$ cat src/rtl/bin2bcd_seq.sv
// bin2bcd_seq: sequential binary-to-BCD converter (shift-and-add-3, one bit per clock).
// Takes BIN_W-bit binary operands over a valid/ready input handshake and returns
// DIG packed BCD digits over a valid/ready output handshake, with an overflow flag
// when the value does not fit in DIG digits.
// Optional feature macro: BIN2BCD_SIGNED_EN (two's-complement input, sign on bcd_neg).
module bin2bcd_seq #(
  parameter int unsigned BIN_W = 11,
  parameter int unsigned DIG   = 4
) (
  input  logic                 clk,
  input  logic                 rst,
  input  logic [BIN_W-1:0]     bin,
  input  logic                 bin_vld,
  output logic                 bin_rdy,
  output logic [4*DIG-1:0]     bcd,
  output logic                 bcd_neg,
  output logic                 bcd_ovf,
  output logic                 bcd_vld,
  input  logic                 bcd_rdy
);

  localparam int unsigned BCD_W = 4 * DIG;
  localparam int unsigned CNT_W = $clog2(BIN_W + 1);

  typedef enum logic [1:0] {
    IDLE = 2'd0,
    CONV = 2'd1,
    DONE = 2'd2
  } state_t;

  state_t             state;
  logic [BIN_W-1:0]   sh;        // operand bits still to be shifted in
  logic [BCD_W-1:0]   acc;       // working BCD accumulator
  logic [BCD_W-1:0]   acc_adj;   // accumulator after per-digit +3 correction
  logic               ovf_acc;   // sticky carry out of the top digit
  logic [CNT_W-1:0]   cnt;       // remaining shift steps
  logic [BIN_W-1:0]   mag;       // magnitude of the incoming operand
  logic               accept;

  assign accept = (state == IDLE) && bin_vld && bin_rdy;

`ifdef BIN2BCD_SIGNED_EN
  logic neg_in;
  logic neg_acc;

  // Two's-complement magnitude; the most negative value maps to 2^(BIN_W-1) unsigned.
  always_comb begin
    neg_in = bin[BIN_W-1];
    mag    = bin;
    if (neg_in) begin
      mag = BIN_W'(~bin + BIN_W'(1));
    end
  end

  // Sign is staged with the operand and published together with the result.
  always_ff @(posedge clk) begin
    if (rst) begin
      neg_acc <= 1'b0;
      bcd_neg <= 1'b0;
    end else if (accept) begin
      neg_acc <= neg_in;
    end else if ((state == CONV) && (cnt == '0)) begin
      bcd_neg <= neg_acc;
    end
  end
`else
  // Unsigned operand: the magnitude is the input itself and there is no sign.
  always_comb begin
    mag = bin;
  end

  assign bcd_neg = 1'b0;
`endif

  // Add-3 correction on every digit that is 5 or more before the next doubling.
  always_comb begin
    acc_adj = acc;
    for (int i = 0; i < int'(DIG); i++) begin
      if (acc[4*i +: 4] >= 4'd5) begin
        acc_adj[4*i +: 4] = acc[4*i +: 4] + 4'd3;
      end
    end
  end

  // Control FSM with the shift datapath and registered handshake/result outputs.
  always_ff @(posedge clk) begin
    if (rst) begin
      state   <= IDLE;
      bin_rdy <= 1'b1;
      bcd_vld <= 1'b0;
      bcd     <= '0;
      bcd_ovf <= 1'b0;
      sh      <= '0;
      acc     <= '0;
      ovf_acc <= 1'b0;
      cnt     <= '0;
    end else begin
      case (state)
        IDLE: begin
          if (accept) begin
            sh      <= mag;
            acc     <= '0;
            ovf_acc <= 1'b0;
            cnt     <= CNT_W'(BIN_W);
            bin_rdy <= 1'b0;
            state   <= CONV;
          end
        end
        CONV: begin
          if (cnt == '0) begin
            // All bits consumed: publish the result; outputs stay put until the next one.
            bcd     <= acc;
            bcd_ovf <= ovf_acc;
            bcd_vld <= 1'b1;
            state   <= DONE;
          end else begin
            {acc, sh} <= {acc_adj[BCD_W-2:0], sh, 1'b0};
            ovf_acc   <= ovf_acc | acc_adj[BCD_W-1];
            cnt       <= cnt - CNT_W'(1);
          end
        end
        DONE: begin
          if (bcd_rdy) begin
            bcd_vld <= 1'b0;
            bin_rdy <= 1'b1;
            state   <= IDLE;
          end
        end
        default: begin
          state   <= IDLE;
          bin_rdy <= 1'b1;
          bcd_vld <= 1'b0;
        end
      endcase
    end
  end

endmodule

$ cat config.mk
export PLATFORM = sky130hd
export DESIGN_NAME = bin2bcd_seq
export DESIGN_NICKNAME = d
export VERILOG_FILES = /design/src/rtl/bin2bcd_seq.sv
export SDC_FILE = /design/constraint.sdc
export NUM_CORES = 1
export LEC_CHECK = 0
export CAP_MARGIN = 20
export CORE_ASPECT_RATIO = 1.25
export CORE_MARGIN = 2
export CORE_UTILIZATION = 56
export CTS_BUF_LIST = sky130_fd_sc_hd__clkbuf_4
export CTS_CLUSTER_SIZE = 40
export DETAILED_ROUTE_END_ITERATION = 10
export GPL_ROUTABILITY_DRIVEN = 0
export PLACE_DENSITY_LB_ADDON = 0.3
export SYNTH_ARGS = -nofsm -noshare
export SYNTH_HDL_FRONTEND = slang
export SYNTH_SLANG_ARGS = --single-unit
export TNS_END_PERCENT = 30
$ cat constraint.sdc
create_clock -name clk -period 2 [get_ports clk]
set_input_delay 0.4 -clock clk [delete_from_list [all_inputs] [get_ports clk]]
set_output_delay 0.4 -clock clk [all_outputs]
set_load 0.01 [all_outputs]
=== Yosys cells after proc, flatten, opt, wreduce, memory -nomap -nowiden ===
Cells that the tools add are included.

* Flip-flop bits (word level): 53
* Bits of input ports: 15

* Add/subtract/negate cells: 5
* Order comparisons: 4
* Equality and inequality tests: 6
* Muxes and demuxes: 25
* Bitwise gates (word level): 3
* Reduce and logical (&&, ||, !) cells: 10

{| class="wikitable"
|+ Operators by type and width
! cell !! number
|-
| 16-bit 2-to-1 mux || 2
|-
| 16-bit one-hot mux with 2 select lines || 1
|-
| 4-bit 2-to-1 mux || 6
|-
| 11-bit 2-to-1 mux || 2
|-
| 11-bit one-hot mux with 2 select lines || 1
|-
| 4-bit by 2-bit adder with 4-bit output (second input constant) || 4
|-
| 4-bit by 3-bit >= comparator with 1-bit output (second input constant) || 4
|-
| 3-bit AND reduction || 4
|-
| 2-bit inequality test (second input constant) || 4
|-
| 4-bit one-hot mux with 2 select lines || 1
|-
| 2-bit 2-to-1 mux || 3
|-
| 1-bit one-hot mux with 3 select lines || 2
|-
| 2-bit one-hot mux with 3 select lines || 1
|-
| 1-bit 2-to-1 mux || 5
|-
| 4-bit logical NOT || 1
|-
| 4-bit by 1-bit subtractor with 4-bit output (second input constant) || 1
|-
| 2-bit by 1-bit equality test with 1-bit output (second input constant) || 1
|-
| 2-bit equality test (second input constant) || 1
|-
| 1-bit logical AND || 2
|-
| 2-bit logical NOT || 1
|-
| 1-bit NOT || 2
|-
| 1-bit one-hot mux with 2 select lines || 1
|-
| 2-bit AND reduction || 1
|-
| 2-bit nonzero test || 1
|-
| 1-bit bitwise OR || 1
|}

=== Depth between registers and ports, before layout ===
Gate-level depths: netlist (run 1).

* Depth in word-level cells: 5
* Mapped depth: 7
* Mapped depth without buffers: 6

=== Least setup slack after synthesis (run 1) ===
No wires, ideal clock.

* Path kind: reg-to-reg
* Start point: register cnt[0]
* End point: register acc[10]
* Arrival time: 1.425 ns
* Setup slack: 0.458 ns
* Stages on the path, launching flop included: 8
* Period minus slack after synthesis: 1.542 ns
* Cell sequence: dfxtp_1 > inv_1 > ha_1 > or3b_4 > nand2_4 > nor2_1 > buf_6 > a22o_1

* Word-level cells in the longest chain between the ends: 3

{| class="wikitable"
|+ RTL lines
! item !! RTL line !! RTL
|-
| from (decl) || 36 || <nowiki>logic [CNT_W-1:0] cnt;</nowiki>
|-
| from (signal assigned) || 104 || <nowiki>cnt <= CNT_W'(BIN_W);</nowiki>
|-
| from (signal assigned) || 119 || <nowiki>cnt <= cnt - CNT_W'(1);</nowiki>
|-
| 4-bit logical NOT || 110 || <nowiki>if (cnt == '0) begin</nowiki>
|-
| 2-bit inequality test (no line) || -- ||
|-
| 3-bit AND reduction (no line) || -- ||
|-
| to (signal assigned) || 117 || <nowiki>{acc, sh} <= {acc_adj[BCD_W-2:0], sh, 1'b0};</nowiki>
|-
| to (decl) || 33 || <nowiki>logic [BCD_W-1:0] acc;</nowiki>
|}

Every way passes these cells.
A chain may end at the register's enable or synchronous reset.

=== Worst setup path in the final report (run 1) ===
* Start point: register bin_rdy
* End point: output port bin_rdy

{| class="wikitable"
|+ RTL lines
! item !! RTL line !! RTL
|-
| from (decl) || 14 || <nowiki>output logic bin_rdy,</nowiki>
|-
| from (signal assigned) || 89 || <nowiki>bin_rdy <= 1'b1;</nowiki>
|-
| from (signal assigned) || 105 || <nowiki>bin_rdy <= 1'b0;</nowiki>
|-
| from (signal assigned) || 125 || <nowiki>bin_rdy <= 1'b1;</nowiki>
|}

No word-level cell between the ends.

==> impl_results.md, run 1 <==
* Status: finished clean
* Power Dens Cells at 745 nW/um^2
* DR vias at 2,073
* HP Class: reg -> reg
* Max_cap viols at 0
* Yosys reg bits at 53
* Worst path required time at 1.60 ns
* DP Worst Slack at -0.0150 ns
* Total gr overflow at 0
* Largest net degree at the start of global routing at 19
* Tmin final at 1.83 ns
* Crit path arrival time at approximately 1.4 ns
* Clock group share of total power at 25.9%
* CP Capture Type: primary output
* NetSw at 0.000646 W
* CP top delay family: buffers and inverters
* Initial drt markers at 76
* Leak at 1.12 nW
* Worst path bufs/invs at 1
* Syn. warnings at 0
* Mapped Nets at about 310
* Remaining DRCs at 0
* Slowest cell on the critical path: clkdlybuf4s50_1
* VDD IR max at 0.473 mV
* I/O pin cnt at 35
* Final Hold Fails at 0
* Worst skew pair latency at 0.36 ns
* Synth cell types at 45
* Die X-Extent at 64.0 um
* Sequential area share after synthesis at 42.1%
* Port Buf Inserts at 33
* Most frequent cells in the layout: nand2_1, dfxtp_1, clkdlybuf4s50_1
* Area leader, netlist: dfxtp_1
* Flop2flop setup slack at 0.20 ns
* Die Area at 5060 sq um
* Hold Path End: bcd[13]
* Core Util, Final at 68.5%
* Share of layout cells above drive strength 1 at 10.6%
* Overall routing resource usage at 21.8%
* Critical Path Source: bin_rdy
* Setup_tns at 0 ns
* Post-CTS Setup Repair Bufs at 0
* # hold bufs at CTS at 0
* Number of setup violations in the final report at 0
* Hold slack at 0.463 ns
* # rows at 27
* Initial antenna violation count at 0
* Internal Power at 0.00158 W
* Avg WL per Cell at 13.1 um
* Clk root buf: clkbuf_4
* Setup Skew at 0.00613 ns
* # diodes at 0
* FF-to-FF Start: cnt[0]
* Fmax at around 550 MHz
* Via count of the first global-routing pass at between 1.5k and 2k
* CP max FO at 6
* Commonest non-fill, non-tap cell in the layout: nand2_1
* Number of buffers inserted during clock tree synthesis at 5
* Sw Share at between 20% and 30%
* Cell count of the worst reg-to-reg path at 6
* Flop pwr share at about 53%
* 1st-pass router iterations at 4
* Post-CTS sizing at 0
* Max incr delay on CP at just under 0.6 ns
* Reg clk slew, reported paths at 0.15 ns
* WL final at 4970 um
* Slew Viols, Final at 0
* Synth Area per Inst at 8.75 sq um
* H-tree levels at 2
* Core ar. at between 4000 and 5000 sq um
* Via-per-instance ratio at between 5 and 6
* Final nets at 347
* Post-route cell area at about 3000 sq um
* Hold Crit Start: bcd[13]
* Placed Instance Area at between 2000 and 3000 sq um
* DP HPWL at 3570 um
* Synth top area cells: dfxtp_1, nand2_1, a21oi_1
* Post-route setup slack at 0.171 ns
* Sink Count at 53
* Critical path cell sequence: clkdlybuf4s50_1
* Initial Util at 57.9%
* Hold Path Depth at 2
* Layout fillers at 345
* WS Path Type: reg -> out
* Period utilisation layout at 91.5%
* Post-Synthesis Cells at about 290
* Gate power share at a little over a fifth
* Top cell type's share of synthesized area at 42.1%
* CTS tree: done
* ANT nets after route at 0
* Global-route wire length before repair at 8780 um
* CTS max path bufs at 2
* Unrepaired setup endpoints after global routing: false
* Worst setup SP type: flip-flop
* Reg-to-reg endpoint: acc[3]
* Die Ht at around 79 um
* Area Overhead vs Synth at 18.4%
* Post-Syn Area at 2520 sq um
## metal layers
metal / part of all wire, % / routed length, um / GRT usage [%]
met1: 44 / 2190 / 25.4
met2: 52 / 2600 / 40.0
met3: 2.3 / 112 / 4.25
met4: 1.2 / 59 / 5.87
met5: 0 / 0 / 0
## worst max-delay path by stage
stage | to | depth (start not counted) | slack [ns]
final | bin_rdy | 1 | 0.17
after global routing | acc[11] | 6 | 0.08
after CTS | acc[14] | 6 | 0.03
after detailed placement | acc[14] | 4 | -0.02
after global placement | acc[11] | 6 | 0.02
after floorplan | acc[10] | 7 | 0.46
## cell usage after synthesis (all sizes together)
library cell and number:
ha 10, nand2 66, clkbuf 3, xnor2 4
xor2 1, or3b 2, a22o 11, dfxtp 53
nand4bb 1, a211oi 3, o221a 3, nor3 6
nand2b 8, nand3 3, nor3b 1, nor2b 4
o21ai 11, nor2 17, a311oi 11, buf 13
or3 1, a21oi 28, conb 1, a31o 1
mux2i 4, a21boi 3, inv 13, o32a 1
o211ai 1, and4bb 1, o22ai 1, o211a 1
o31ai 1
## cells by family (layout without fill, tap and decap cells)
family          count (synthesis)  after routing  share of synthesized area, %
simple gates                  110            110                          22.3
compound gates                 76             76                          20.9
flops                          53             53                          42.1
buf+inv                        29             63                          6.20
fa+ha+maj                      10             10                          4.96
xor+xnor                        5              5                          1.74
mux                             4              4                          1.59
other cells                     1              1                         0.149
## final cells by class
class / instances / area, sq um / share of cell area (%)
clock buffer: 5 / 37.5 / 1.26
clock inverter: 2 / 35.0 / 1.17
multi-input combinational: 206 / 1310 / 44.0
sequential: 53 / 1060 / 35.5
timing repair buffer: 43 / 418 / 14.0
inverter: 13 / 48.8 / 1.63
tap: 58 / 72.6 / 2.43
## metrics by stage
stage	total power, W	cells
after floorplan	0.00154	288
after global placement	0.00165	373
after detailed placement	0.00166	373
after CTS	0.00223	380
after global routing	0.00234	380
final	0.00222	380
## sequential cells by signal, summed over array words and instances (netlist names), 2 cells and up
register  count
bcd          16
sh           11
cnt           4
acc          16
state         2
## power by group through the flow
stage,Sequential [W],Clock (W),Combinational (W)
after floorplan,0.00118,0,0.000362
after global placement,0.00119,0,0.000455
after detailed placement,0.00119,0,0.000470
after CTS,0.00117,0.000587,0.000474
after global routing,0.00118,0.000631,0.000528
final,0.00117,0.000576,0.000475
Power figures use the tool's default switching activity.
==> run 2, diff against run 1 <==
CAP_MARGIN = unset   (was 20)
SKIP_CTS_REPAIR_TIMING = 1   (was unset)
==> results of run 2 <==
The final DEF is identical to that of run 1; final timing and power are the same.
==> run 3, diff against run 2 <==
HOLD_SLACK_MARGIN = 0.03   (was unset)
==> results of run 3 <==
The final DEF is identical to that of run 1; final timing and power are the same.
